**src/rtl/bsram_boot_loader.sv**
```systemverilog
// bsram_boot_loader: copies a fixed LENGTH-word image from an internal ROM into the
// Gowin SDPB block RAM at BASE_ADDR. Once the image is in place, the BSRAM read port
// is handed to the CPU. boot_busy holds the CPU off until then.
//
// Optional feature: define BOOT_VERIFY_EN to compile in a read-back verify pass.
// Without it, GAP goes straight to DONE and boot_err/err_addr stay 0.
//
// ROM contents come from INIT_IMAGE, with word i at bits [i*DATA_W +: DATA_W].
//
// Ports:
//   clk, rst         clock; synchronous active-high reset
//   start            pulse: start/restart the copy from IDLE, DONE or ERROR
//   cea, ada, din    BSRAM write port
//   ceb, oce, adb    BSRAM read port (boot loader during verify, CPU in DONE/ERROR)
//   dout             BSRAM read data
//   cpu_ceb, cpu_adb CPU read request
//   boot_busy        copy/verify in progress
//   boot_done        image loaded (and verified); sticky until start/reset
//   boot_err         verify mismatch; sticky until start/reset
//   err_addr         BSRAM address of the first mismatch
module bsram_boot_loader #(
  parameter int unsigned ADDR_W = 13,
  parameter int unsigned DATA_W = 8,
  parameter logic [ADDR_W-1:0] BASE_ADDR = 13'h0200,
  parameter int unsigned LENGTH = 4,
  parameter INIT_FILE = "boot.hex",
  parameter logic [((LENGTH > 0) ? LENGTH : 1)*DATA_W-1:0] INIT_IMAGE = '0,
  parameter bit AUTO_START = 1'b1
) (
  input  logic              clk,
  input  logic              rst,
  input  logic              start,
  output logic              cea,
  output logic [ADDR_W-1:0] ada,
  output logic [DATA_W-1:0] din,
  output logic              ceb,
  output logic              oce,
  output logic [ADDR_W-1:0] adb,
  input  logic [DATA_W-1:0] dout,
  input  logic              cpu_ceb,
  input  logic [ADDR_W-1:0] cpu_adb,
  output logic              boot_busy,
  output logic              boot_done,
  output logic              boot_err,
  output logic [ADDR_W-1:0] err_addr
);

  // idx must be able to hold LENGTH itself (the "all words issued" marker).
  localparam int unsigned IdxW = (LENGTH > 0) ? $clog2(LENGTH + 1) : 1;
  localparam logic [IdxW-1:0] LenIdx = IdxW'(LENGTH);

  typedef enum logic [2:0] {
    StIdle, StWrite, StGap, StVerify, StDrain, StDone, StError
  } state_e;

  state_e          state;
  logic [IdxW-1:0] idx;
  logic            launch;

  // ROM is sized to the full index range so any idx value is a legal subscript.
  logic [DATA_W-1:0] rom [2**IdxW];

  for (genvar i = 0; i < 2**IdxW; i++) begin : g_word
    if (i < LENGTH) begin : g_used
      assign rom[i] = INIT_IMAGE[i*DATA_W +: DATA_W];
    end else begin : g_pad
      assign rom[i] = '0;
    end
  end

  always_comb begin
    launch = 1'b0;
    if (state == StIdle) launch = AUTO_START || start;
    else if (state == StDone || state == StError) launch = start;
  end

`ifdef BOOT_VERIFY_EN
  // Read-back pipeline: a read issued at edge N is compared at edge N+3. The BSRAM
  // samples adb at N+1 and its output register updates at N+2.
  logic [2:0]      vld_q;
  logic [IdxW-1:0] pidx_q [3];
  logic            drain_q;
  logic            issue;
  logic [IdxW-1:0] issue_idx;
  logic            mismatch;

  always_comb begin
    issue     = (state == StGap) || (state == StVerify && idx != LenIdx);
    issue_idx = (state == StGap) ? '0 : idx;
    mismatch  = vld_q[2] && (dout != rom[pidx_q[2]]);
  end
`else
  logic unused_dout;
  assign unused_dout = ^dout;
`endif

  always_ff @(posedge clk) begin
    if (rst) begin
      state     <= StIdle;
      idx       <= '0;
      cea       <= 1'b0;
      ada       <= '0;
      din       <= '0;
      ceb       <= 1'b0;
      oce       <= 1'b0;
      adb       <= '0;
      boot_busy <= 1'b0;
      boot_done <= 1'b0;
      boot_err  <= 1'b0;
      err_addr  <= '0;
`ifdef BOOT_VERIFY_EN
      vld_q     <= '0;
      pidx_q[0] <= '0;
      pidx_q[1] <= '0;
      pidx_q[2] <= '0;
      drain_q   <= 1'b0;
`endif
    end else begin
      cea <= 1'b0;
`ifdef BOOT_VERIFY_EN
      vld_q     <= {vld_q[1:0], issue};
      pidx_q[0] <= issue_idx;
      pidx_q[1] <= pidx_q[0];
      pidx_q[2] <= pidx_q[1];
`endif
      if (launch) begin
        boot_done <= 1'b0;
        boot_err  <= 1'b0;
        err_addr  <= '0;
        ceb       <= 1'b0;
        oce       <= 1'b0;
        adb       <= '0;
        if (LENGTH == 0) begin
          state     <= StDone;
          boot_done <= 1'b1;
        end else begin
          // First word goes out on the launch edge so writes have no leading bubble.
          state     <= StWrite;
          boot_busy <= 1'b1;
          cea       <= 1'b1;
          ada       <= BASE_ADDR;
          din       <= rom[0];
          idx       <= IdxW'(1);
        end
      end else begin
        case (state)
          StWrite: begin
            if (idx == LenIdx) begin
              state <= StGap;
            end else begin
              cea <= 1'b1;
              ada <= BASE_ADDR + ADDR_W'(idx);
              din <= rom[idx];
              idx <= idx + 1'b1;
            end
          end
`ifdef BOOT_VERIFY_EN
          StGap: begin
            state <= StVerify;
            ceb   <= 1'b1;
            oce   <= 1'b1;
            adb   <= BASE_ADDR;
            idx   <= IdxW'(1);
          end
          StVerify: begin
            if (idx == LenIdx) begin
              state   <= StDrain;
              ceb     <= 1'b0;
              drain_q <= 1'b0;
            end else begin
              ceb <= 1'b1;
              adb <= BASE_ADDR + ADDR_W'(idx);
              idx <= idx + 1'b1;
            end
          end
          StDrain: begin
            drain_q <= 1'b1;
            if (drain_q) begin
              state     <= StDone;
              boot_busy <= 1'b0;
              boot_done <= 1'b1;
            end
          end
`else
          StGap: begin
            state     <= StDone;
            boot_busy <= 1'b0;
            boot_done <= 1'b1;
          end
`endif
          StDone, StError: begin
            ceb <= cpu_ceb;
            adb <= cpu_adb;
            oce <= 1'b1;
          end
          default: ;
        endcase
      end
`ifdef BOOT_VERIFY_EN
      // A mismatch overrides whatever the state machine chose this edge.
      if (mismatch) begin
        state     <= StError;
        boot_busy <= 1'b0;
        boot_done <= 1'b0;
        boot_err  <= 1'b1;
        err_addr  <= BASE_ADDR + ADDR_W'(pidx_q[2]);
        ceb       <= 1'b0;
        vld_q     <= '0;
      end
`endif
    end
  end

endmodule
```
**config.mk**
```make
export PLATFORM = sky130hd
export DESIGN_NAME = bsram_boot_loader
export DESIGN_NICKNAME = d
export VERILOG_FILES = /design/src/rtl/bsram_boot_loader.sv
export SDC_FILE = /design/constraint.sdc
export NUM_CORES = 1
export LEC_CHECK = 0
export BUFFER_PORTS_ARGS = -buffer_cell sky130_fd_sc_hd__clkbuf_2
export CORE_AREA = 5 5 48 81
export DETAILED_ROUTE_END_ITERATION = 12
export DIE_AREA = 0 0 53 86
export PLACE_DENSITY = 0.8
export SLEW_MARGIN = 20
export SYNTH_ARGS = -nofsm -noshare
export SYNTH_HDL_FRONTEND = slang
export SYNTH_SLANG_ARGS = --single-unit
export TNS_END_PERCENT = 30
```
**constraint.sdc**
```tcl
create_clock -name clk -period 3.52 [get_ports clk]
set_input_delay 0.352 -clock clk [delete_from_list [all_inputs] [get_ports clk]]
set_output_delay 0.352 -clock clk [all_outputs]
set_load 0.1 [all_outputs]
```
# [After elaboration in Yosys (flattened, before gate mapping)]
# Memories as Yosys holds them, arrays and structs flattened. A register that Yosys moved wholly into a read port is not among the register bits.
# Cells that the tools add are included.
# W data, S select, Z words.
[word_totals] regBits=35 romBits=64 inputBits=25 output_inout_bits=53 mem_count=1
[mem_list] name="(no name shown)" words=8 word_bits=8 read_ports=1 rd_clocked_by_memory_dff=1 wr=0 line="153" text="din <= rom[idx];"
[op_classes] add_sub_neg=2 n_eq_ne=8 n_mux=16 bitwise=2 reduce_logical=12
[op_table] op="$mux W10" count=3
[op_table] op="$add A10 B3 Y11 const A" count=1
[op_table] op="$mux W1" count=11
[op_table] op="$eq A3 B3 Y1 const B" count=3
[op_table] op="$reduce_and A2 Y1" count=4
[op_table] op="$pmux W3 S2" count=1
[op_table] op="$reduce_bool A2 Y1" count=3
[op_table] op="$ne A2 B2 Y1 const B" count=2
[op_table] op="$not A3 Y4" count=1
[op_table] op="$reduce_or A2 Y1" count=2
[op_table] op="$add A3 B1 Y3 const B" count=1
[op_table] op="$eq A3 B1 Y1 const B" count=1
[op_table] op="$eq A3 B2 Y1 const B" count=1
[op_table] op="$logic_not A3 Y1" count=1
[op_table] op="$mux W3" count=1
[op_table] op="$ne A3 B3 Y1 const B" count=1
[op_table] op="$reduce_bool A3 Y1" count=1
[op_table] op="$logic_or A1 B1 Y1" count=1
[op_table] op="$not A1 Y1" count=1

# [Logic depth before layout (Yosys ltp)]
# Gate-level depths: netlist (run 1).
[depth] ltp_word=6 mapped_depth=6 ltp_nobuf=5

# [Worst setup path after synthesis (run 1)]
# No wires, ideal clock.
[synth_timing] path_type="reg-to-reg" from="register state[0]" to="register ada[0]" setup_time_ns=0.071 t_arrival_ns=1.492 setup_slack_ns=1.958 stages_incl_launch_ff=7 n_path_buf=3 path_cell_list="dfxtp_1 buf_6 and4b_4 or4_1 buf_2 buf_6 a21oi_1"
[synth_via] elab_chain_len=5
[synth_lines] item="start, declared" line="56" text="state_e state;"
[synth_lines] item="start signal, assigned" line="99" text="state <= StIdle;"
[synth_lines] item="start signal, assigned" line="134" text="state <= StDone;"
[synth_lines] item="start signal, assigned" line="138" text="state <= StWrite;"
[synth_lines] item="$eq A3 B3 Y1" line="74" text="else if (state == StDone || state == StError) launch = start;"
[synth_lines] item="$logic_or A1 B1 Y1" line="74"
[synth_lines] item="$mux W1" line="74"
[synth_lines] item="$mux W1" line="73" text="if (state == StIdle) launch = AUTO_START || start;"
[synth_lines] item="$reduce_or A2 Y1 (no line)"
[synth_lines] item="end signal, assigned" line="152" text="ada <= BASE_ADDR + ADDR_W'(idx);"
[synth_lines] item="end, declared" line="34" text="output logic [ADDR_W-1:0] ada,"
# Several ways; a longest one is shown, not always the timed one.
# A chain may end at the register's enable or synchronous reset.

# [Worst setup path in the final report (run 1)]
[layout_timing] from="register state[1]" to="register idx[2]"
[layout_via] elab_chain_len=5
[layout_lines] item="$eq A3 B3 Y1" line="74"
[layout_lines] item="$logic_or A1 B1 Y1" line="74"
[layout_lines] item="$mux W1" line="74"
[layout_lines] item="$mux W1" line="73"
[layout_lines] item="$reduce_or A2 Y1 (no line)"
[layout_lines] item="end signal, assigned" line="143" text="idx <= IdxW'(1);"
[layout_lines] item="end signal, assigned" line="154" text="idx <= idx + 1'b1;"
[layout_lines] item="end, declared" line="57" text="logic [IdxW-1:0] idx;"
# Several ways; a longest one is shown, not always the timed one.

==> key figures, run 1 <==
Logic synthesis
  • Syn. warnings: 0
  • Avg Inst Size Synth: 8.63 µm²
  • Synthesized area: 0.00146 mm²
  • Seq cells post-synth: 28
  • Post-Synthesis Cells: 169
  • Netlist cell types: 28
  • Sequential fraction of the synthesis area: 38.5%

Routing
  • Routed len/inst: 12.4 µm
  • Number of detailed-route iterations in the first pass: 4
  • Routed WL: 3.00 mm
  • DR iter-0 viols: 16
  • Residual DRC: 0
  • Vias post-DR: 1188
  • Via density: 4.89
  • DRT antenna net count: 0

Die
  • Core ar.: 0.00314 mm²
  • Die ar.: 0.00456 mm²
  • Starting Density: 46.4%
  • Core Rows: 27
  • IO Pins: 78
  • Die height: 86 µm
  • Horiz. Die Dim: 53 µm

Clocking
  • Worst-path clk slew: 0.09 ns
  • Count of hold buffers inserted by post-cts repair: 0
  • Clock latency on the worst-skew pair: 0.27 ns
  • H-tree Lvls: 1
  • Clk sinks: 28
  • Number of CTS-inserted buffers: 3
  • Post-CTS Setup Bufs: 0
  • CTS tree: done
  • CTS max path bufs: 2
  • Root Driver: clkbuf_8
  • Post-cts resize count: 0

Power and ir drop
  • Switching share of total power: 37.0%
  • LEAKAGE: 0.668 nW
  • Net switching power: 0.000286 W
  • Sequential share of power: 42.0%
  • Final total power: 0.000774 W
  • Combinational Power Share: 25.7%
  • Clock group share of total power: 32.3%
  • Peak VDD IR: 0.318 mV
  • Int Pwr: 0.000488 W
  • PD cells: 484 mW/mm²

STA
  • Finish-stage setup viols: 0
  • Fin crit period: 2.24 ns
  • Final Hold Vio Count: 0
  • Post-Route Setup TNS: 0 ns
  • Fin. max-slew vios: 0
  • Worst clock skew: 0.00284 ns
  • Final Cycle Share: 63.6%
  • Worst Max-Slew Pin Slew: 1.04 ns
  • Max frequency: 447 MHz
  • Worst slew margin: 30.8%
  • Unrepaired setup endpoints after global routing: no

Worst hold path
  • Hold Path Cell Cnt: 2
  • Hold EP: ada[9]
  • Start point of the worst min-delay path: rst
  • Worst hold path class: input pin to flip-flop

Setup path
  • Reg-to-Reg End: idx[2]
  • Worst EP arrival: 2.43 ns
  • Critical path launch point type: flip-flop
  • CP Max Fanout: 23
  • Crit Path Class: flip-flop to flip-flop
  • Crit end category: flip-flop
  • Worst path required time: 3.71 ns
  • Worst r2r path cells: 3
  • Worst r2r src: state[1]
  • Worst-path cell chain: and4b_1 -> or4_1 -> nor3_1
  • Internal reg-to-reg setup slack: 1.28 ns
  • Slowest stage delay, CP: 0.94 ns
  • Crit-path slowest cell: or4_1

Layout
  • Net count, final: 228
  • Non-Filler Instances: 243
  • Final instance area: 0.00160 mm²
  • Antenna Cells: 0
  • Share of cells above drive strength 1: 30.0%
  • Util after Layout: 50.9%
  • Area growth syn-to-layout: 9.79%

Job
  • Max cap viols: 0

Global route
  • Largest net degree at the start of global routing: 24
  • First-pass GRT wire length: 4.84 mm
  • GR Overflow Total: 0
  • Vias in the first global route: 1126
  • Initial antenna violation count: 0
  • Gr usage total: 13.5%

Placed design
  • Final HPWL DP: 2.29 mm
  • Dpl cells: 239
  • Gp weighted congestion: 0.736
  • Post-DP Area: 0.00152 mm²
  • IO Port Bufs: 38

Run status
  • Status: finished clean
per-stage QoR:
| step | setup slack [ns] | hold slack, ns |
|---|---|---|
| final | 1.28 | 0.307 |
| after detailed placement | 1.34 | 0.441 |
| after global placement | 1.36 | 0.435 |
| after floorplan | 1.96 | 0.421 |
| after CTS | 1.31 | 0.304 |
| after global routing | 1.12 | 0.310 |
state kept, by name, indices dropped and copies added, names as in the netlist:
signal / count
state: 3
boot_busy: 1
cea: 1
ada: 4
adb: 13
oce: 1
ceb: 1
idx: 3
boot_done: 1
layout make-up:
cell class	instances	area [µm²]
Timing Repair Buffer	39	198
Multi-Input combinational cell	124	698
Tap cell	43	53.8
Fill cell	316	1540
Clock inverter	1	30.0
Inverter	5	18.8
Sequential cell	28	561
Clock buffer	3	41.3
synth_stat cells, drive strengths merged:
library cell | instances | area, µm²
a211oi | 2 | 15.0
a21oi | 25 | 178
a311oi | 1 | 8.76
a31oi | 1 | 6.26
and2 | 1 | 6.26
and3b | 1 | 8.76
and4b | 3 | 33.8
buf | 37 | 282
clkbuf | 5 | 18.8
conb | 1 | 3.75
dfxtp | 28 | 561
ha | 2 | 25.0
inv | 5 | 18.8
nand2 | 2 | 7.51
nand3 | 19 | 95.1
nor2 | 6 | 22.5
nor3 | 4 | 20.0
nor3b | 1 | 7.51
nor4 | 1 | 6.26
o21ai | 20 | 100
or3b | 1 | 8.76
or4 | 1 | 7.51
xnor2 | 1 | 8.76
xor2 | 1 | 8.76
logic make-up (layout without fill, tap and decap cells):
kind of cell	after synthesis	in the layout	share of synthesized area, %
simple gates	40	40	15.4
flops	28	28	38.5
buf+inv	47	48	21.9
other cells	1	31	0.257
compound gates	49	49	21.1
fa+ha+maj	2	2	1.72
xor+xnor	2	2	1.20
layout by cell type, fill, tap and decap left out, types with 2 or more instances in the layout:
cell | Yosys | routed
clkbuf_2 | 0 | 38
conb_1 | 1 | 31
dfxtp_1 | 28 | 28
o21ai_0 | 20 | 20
nand3_1 | 19 | 19
a21oi_2 | 14 | 14
a21oi_1 | 11 | 11
nor2_1 | 6 | 6
inv_1 | 5 | 5
nor3_1 | 4 | 4
clkbuf_8 | 0 | 3
and4b_1 | 2 | 2
nand2_1 | 2 | 2
a211oi_1 | 2 | 2
ha_1 | 2 | 2
power groups by stage:
stage / clock network (W) / registers [W] / logic (W)
CTS: 0.000255 / 0.000325 / 0.000198
global placement: 0 / 0.000332 / 0.000197
floorplan: 0 / 0.000348 / 0.000195
detailed placement: 0 / 0.000332 / 0.000198
finish: 0.000250 / 0.000325 / 0.000199
global route: 0.000267 / 0.000326 / 0.000206
layer usage:
| metal | global-route usage [%] | vias up | part of all wire, % |
|---|---|---|---|
| met3 | 2.43 | 4 | 6.3 |
| met5 | 0 | - | 0 |
| met1 | 13.9 | 556 | 38 |
| li1 | - | 585 | - |
| met2 | 24.8 | 43 | 55 |
| met4 | 6.51 | 0 | 1.1 |
critical path: cells and delay by family (launching register included):
kind	cells	cell delay (ns)
flops	1	0.62
simple gates	3	1.53
how the worst max path moves through the flow:
stage	startpoint	endpoint	slack, ns	depth (start not counted)
after floorplan	state[0]	ada[0]	1.96	6
after global placement	state[1]	state[1]	1.36	3
after detailed placement	state[1]	idx[2]	1.34	3
after CTS	state[1]	idx[2]	1.31	3
after global routing	state[1]	state[1]	1.12	3
final	state[1]	idx[2]	1.28	3
Power figures use the tool's default switching activity.
==> inputs of run 2 (changes only) <==
- CORE_AREA: 5 5 48 81 -> 5 5 52 88
- DIE_AREA: 0 0 53 86 -> 0 0 57 93
- PLACE_DENSITY: 0.8 -> 0.72
- clock period: 3.52 -> 2 ns (I/O delays scaled with it)
==> key figures, run 2 (synthesis gave the netlist of run 1 again) <==
Global route
  • Largest net degree at the start of global routing: 22
  • First-pass GRT wire length: 4.97 mm
  • Vias in the first global route: 1163
  • Initial antenna violation count: 0
  • Gr usage total: 11.6%
  • GR Overflow Total: 0

Setup path
  • Crit end category: flip-flop
  • Worst r2r path cells: 4
  • Worst EP arrival: 1.86 ns
  • CP Max Fanout: 9
  • Worst r2r src: state[2]
  • Reg-to-Reg End: idx[2]
  • Worst path required time: 2.19 ns
  • Crit Path Class: flip-flop to flip-flop
  • Critical path launch point type: flip-flop
  • Internal reg-to-reg setup slack: 0.34 ns

Clocking
  • CTS max path bufs: 2
  • Number of CTS-inserted buffers: 3
  • Post-CTS Setup Bufs: 0
  • Clk sinks: 28
  • H-tree Lvls: 1
  • Root Driver: clkbuf_8
  • Clock latency on the worst-skew pair: 0.27 ns
  • Count of hold buffers inserted by post-cts repair: 0
  • Worst-path clk slew: 0.09 ns
  • CTS tree: done
  • Post-cts resize count: 0

Layout
  • Antenna Cells: 0
  • Most flops, register: adb
  • Net count, final: 235
  • Max FFs per register: 13
  • Commonest non-fill, non-tap cells in the layout: clkbuf_2, conb_1, dfxtp_1
  • Most common cell after layout, fill and taps aside: clkbuf_2
  • Regs by FF count: adb x13, ada x4
  • Share of cells above drive strength 1: 31.6%
  • Non-Filler Instances: 254
  • Area growth syn-to-layout: 11.2%

Die
  • Core ar.: 0.00383 mm²
  • Die ar.: 0.00530 mm²
  • Core Rows: 30
  • Horiz. Die Dim: 57 µm
  • IO Pins: 78
  • Starting Density: 38.1%
  • Die height: 93 µm

Run status
  • Status: finished clean

Placed design
  • Gp weighted congestion: 0.805
  • Dpl cells: 251
  • Final HPWL DP: 2.40 mm
  • IO Port Bufs: 38

Worst hold path
  • Hold EP: adb[5]
  • Hold Path Cell Cnt: 3
  • Worst hold path class: input pin to flip-flop
  • Start point of the worst min-delay path: cpu_adb[5]

Power and ir drop
  • PD cells: 759 mW/mm²
  • Final total power: 0.00123 W
  • LEAKAGE: 0.687 nW
  • Clock group share of total power: 24.3%
  • Combinational Power Share: 29.4%
  • Int Pwr: 0.000734 W
  • Peak VDD IR: 0.510 mV
  • Switching share of total power: 40.4%
  • Sequential share of power: 46.3%
  • Net switching power: 0.000497 W

Routing
  • Number of detailed-route iterations in the first pass: 4
  • DRT antenna net count: 0
  • DR iter-0 viols: 20
  • Via density: 4.74
  • Routed len/inst: 12.4 µm
  • Residual DRC: 0
  • Routed WL: 3.14 mm
  • Vias post-DR: 1203

STA
  • Worst slew margin: 63.7%
  • Fin. max-slew vios: 0
  • Finish-stage setup viols: 0
  • Max frequency: 602 MHz
  • Post-Route Setup TNS: 0 ns
  • Final Hold Vio Count: 0
  • Unrepaired setup endpoints after global routing: no
  • WHS: 0.168 ns
  • Worst clock skew: 0.00307 ns
  • Worst Max-Slew Pin Slew: 0.547 ns
  • Fin crit period: 1.66 ns
  • Final Cycle Share: 83.1%

Job
  • Max cap viols: 0
run 2: critical path, stage by stage, from the launching register on:
cell and delay [ns]:
dfxtp_1 0.37, and4b_1 0.25, or4_1 0.54, buf_4 0.22, nor3_1 0.20
run 2: metrics by stage:
stage          utilization (%)  setup slack, ns  area, µm²
6_report                  42.4            0.339       1620
3_5_place_dp              41.3            0.387       1580
2_1_floorplan                -            0.438       1570
3_3_place_gp              41.3            0.394       1580
4_1_cts                   42.4            0.336       1620
5_1_grt                   42.4            0.235       1620
run 2: power groups by stage:
stage / logic, W / registers (W) / clock network [W]
after detailed placement: 0.000361 / 0.000583 / 0
after CTS: 0.000361 / 0.000570 / 0.000308
final: 0.000362 / 0.000570 / 0.000299
after global placement: 0.000360 / 0.000583 / 0
after floorplan: 0.000344 / 0.000613 / 0
after global routing: 0.000374 / 0.000572 / 0.000328
run 2: per-layer routing:
| metal | GRT usage, % | wire (µm) | vias up |
|---|---|---|---|
| met4 | 5.80 | 60 | 0 |
| met1 | 12.0 | 1220 | 550 |
| li1 | - | - | 597 |
| met2 | 21.2 | 1600 | 51 |
| met3 | 2.49 | 264 | 5 |
| met5 | 0 | 0 | - |
run 2: cell type report:
| class | instances | area [µm²] |
|---|---|---|
| repair buffers | 46 | 250 |
| fillers | 410 | 2210 |
| inverters | 5 | 18.8 |
| flip-flops and latches | 28 | 561 |
| well taps | 48 | 60.1 |
| multi-input cells | 124 | 691 |
| clock buffers | 3 | 41.3 |
run 2: worst max path at each step:
stage,from,to,slack [ns],depth (start not counted)
floorplan,state[0],ada[0],0.44,6
global placement,state[2],state[1],0.39,4
detailed placement,state[2],idx[2],0.39,4
CTS,state[2],idx[2],0.34,4
global route,state[2],idx[2],0.23,4
finish,state[2],idx[2],0.34,4
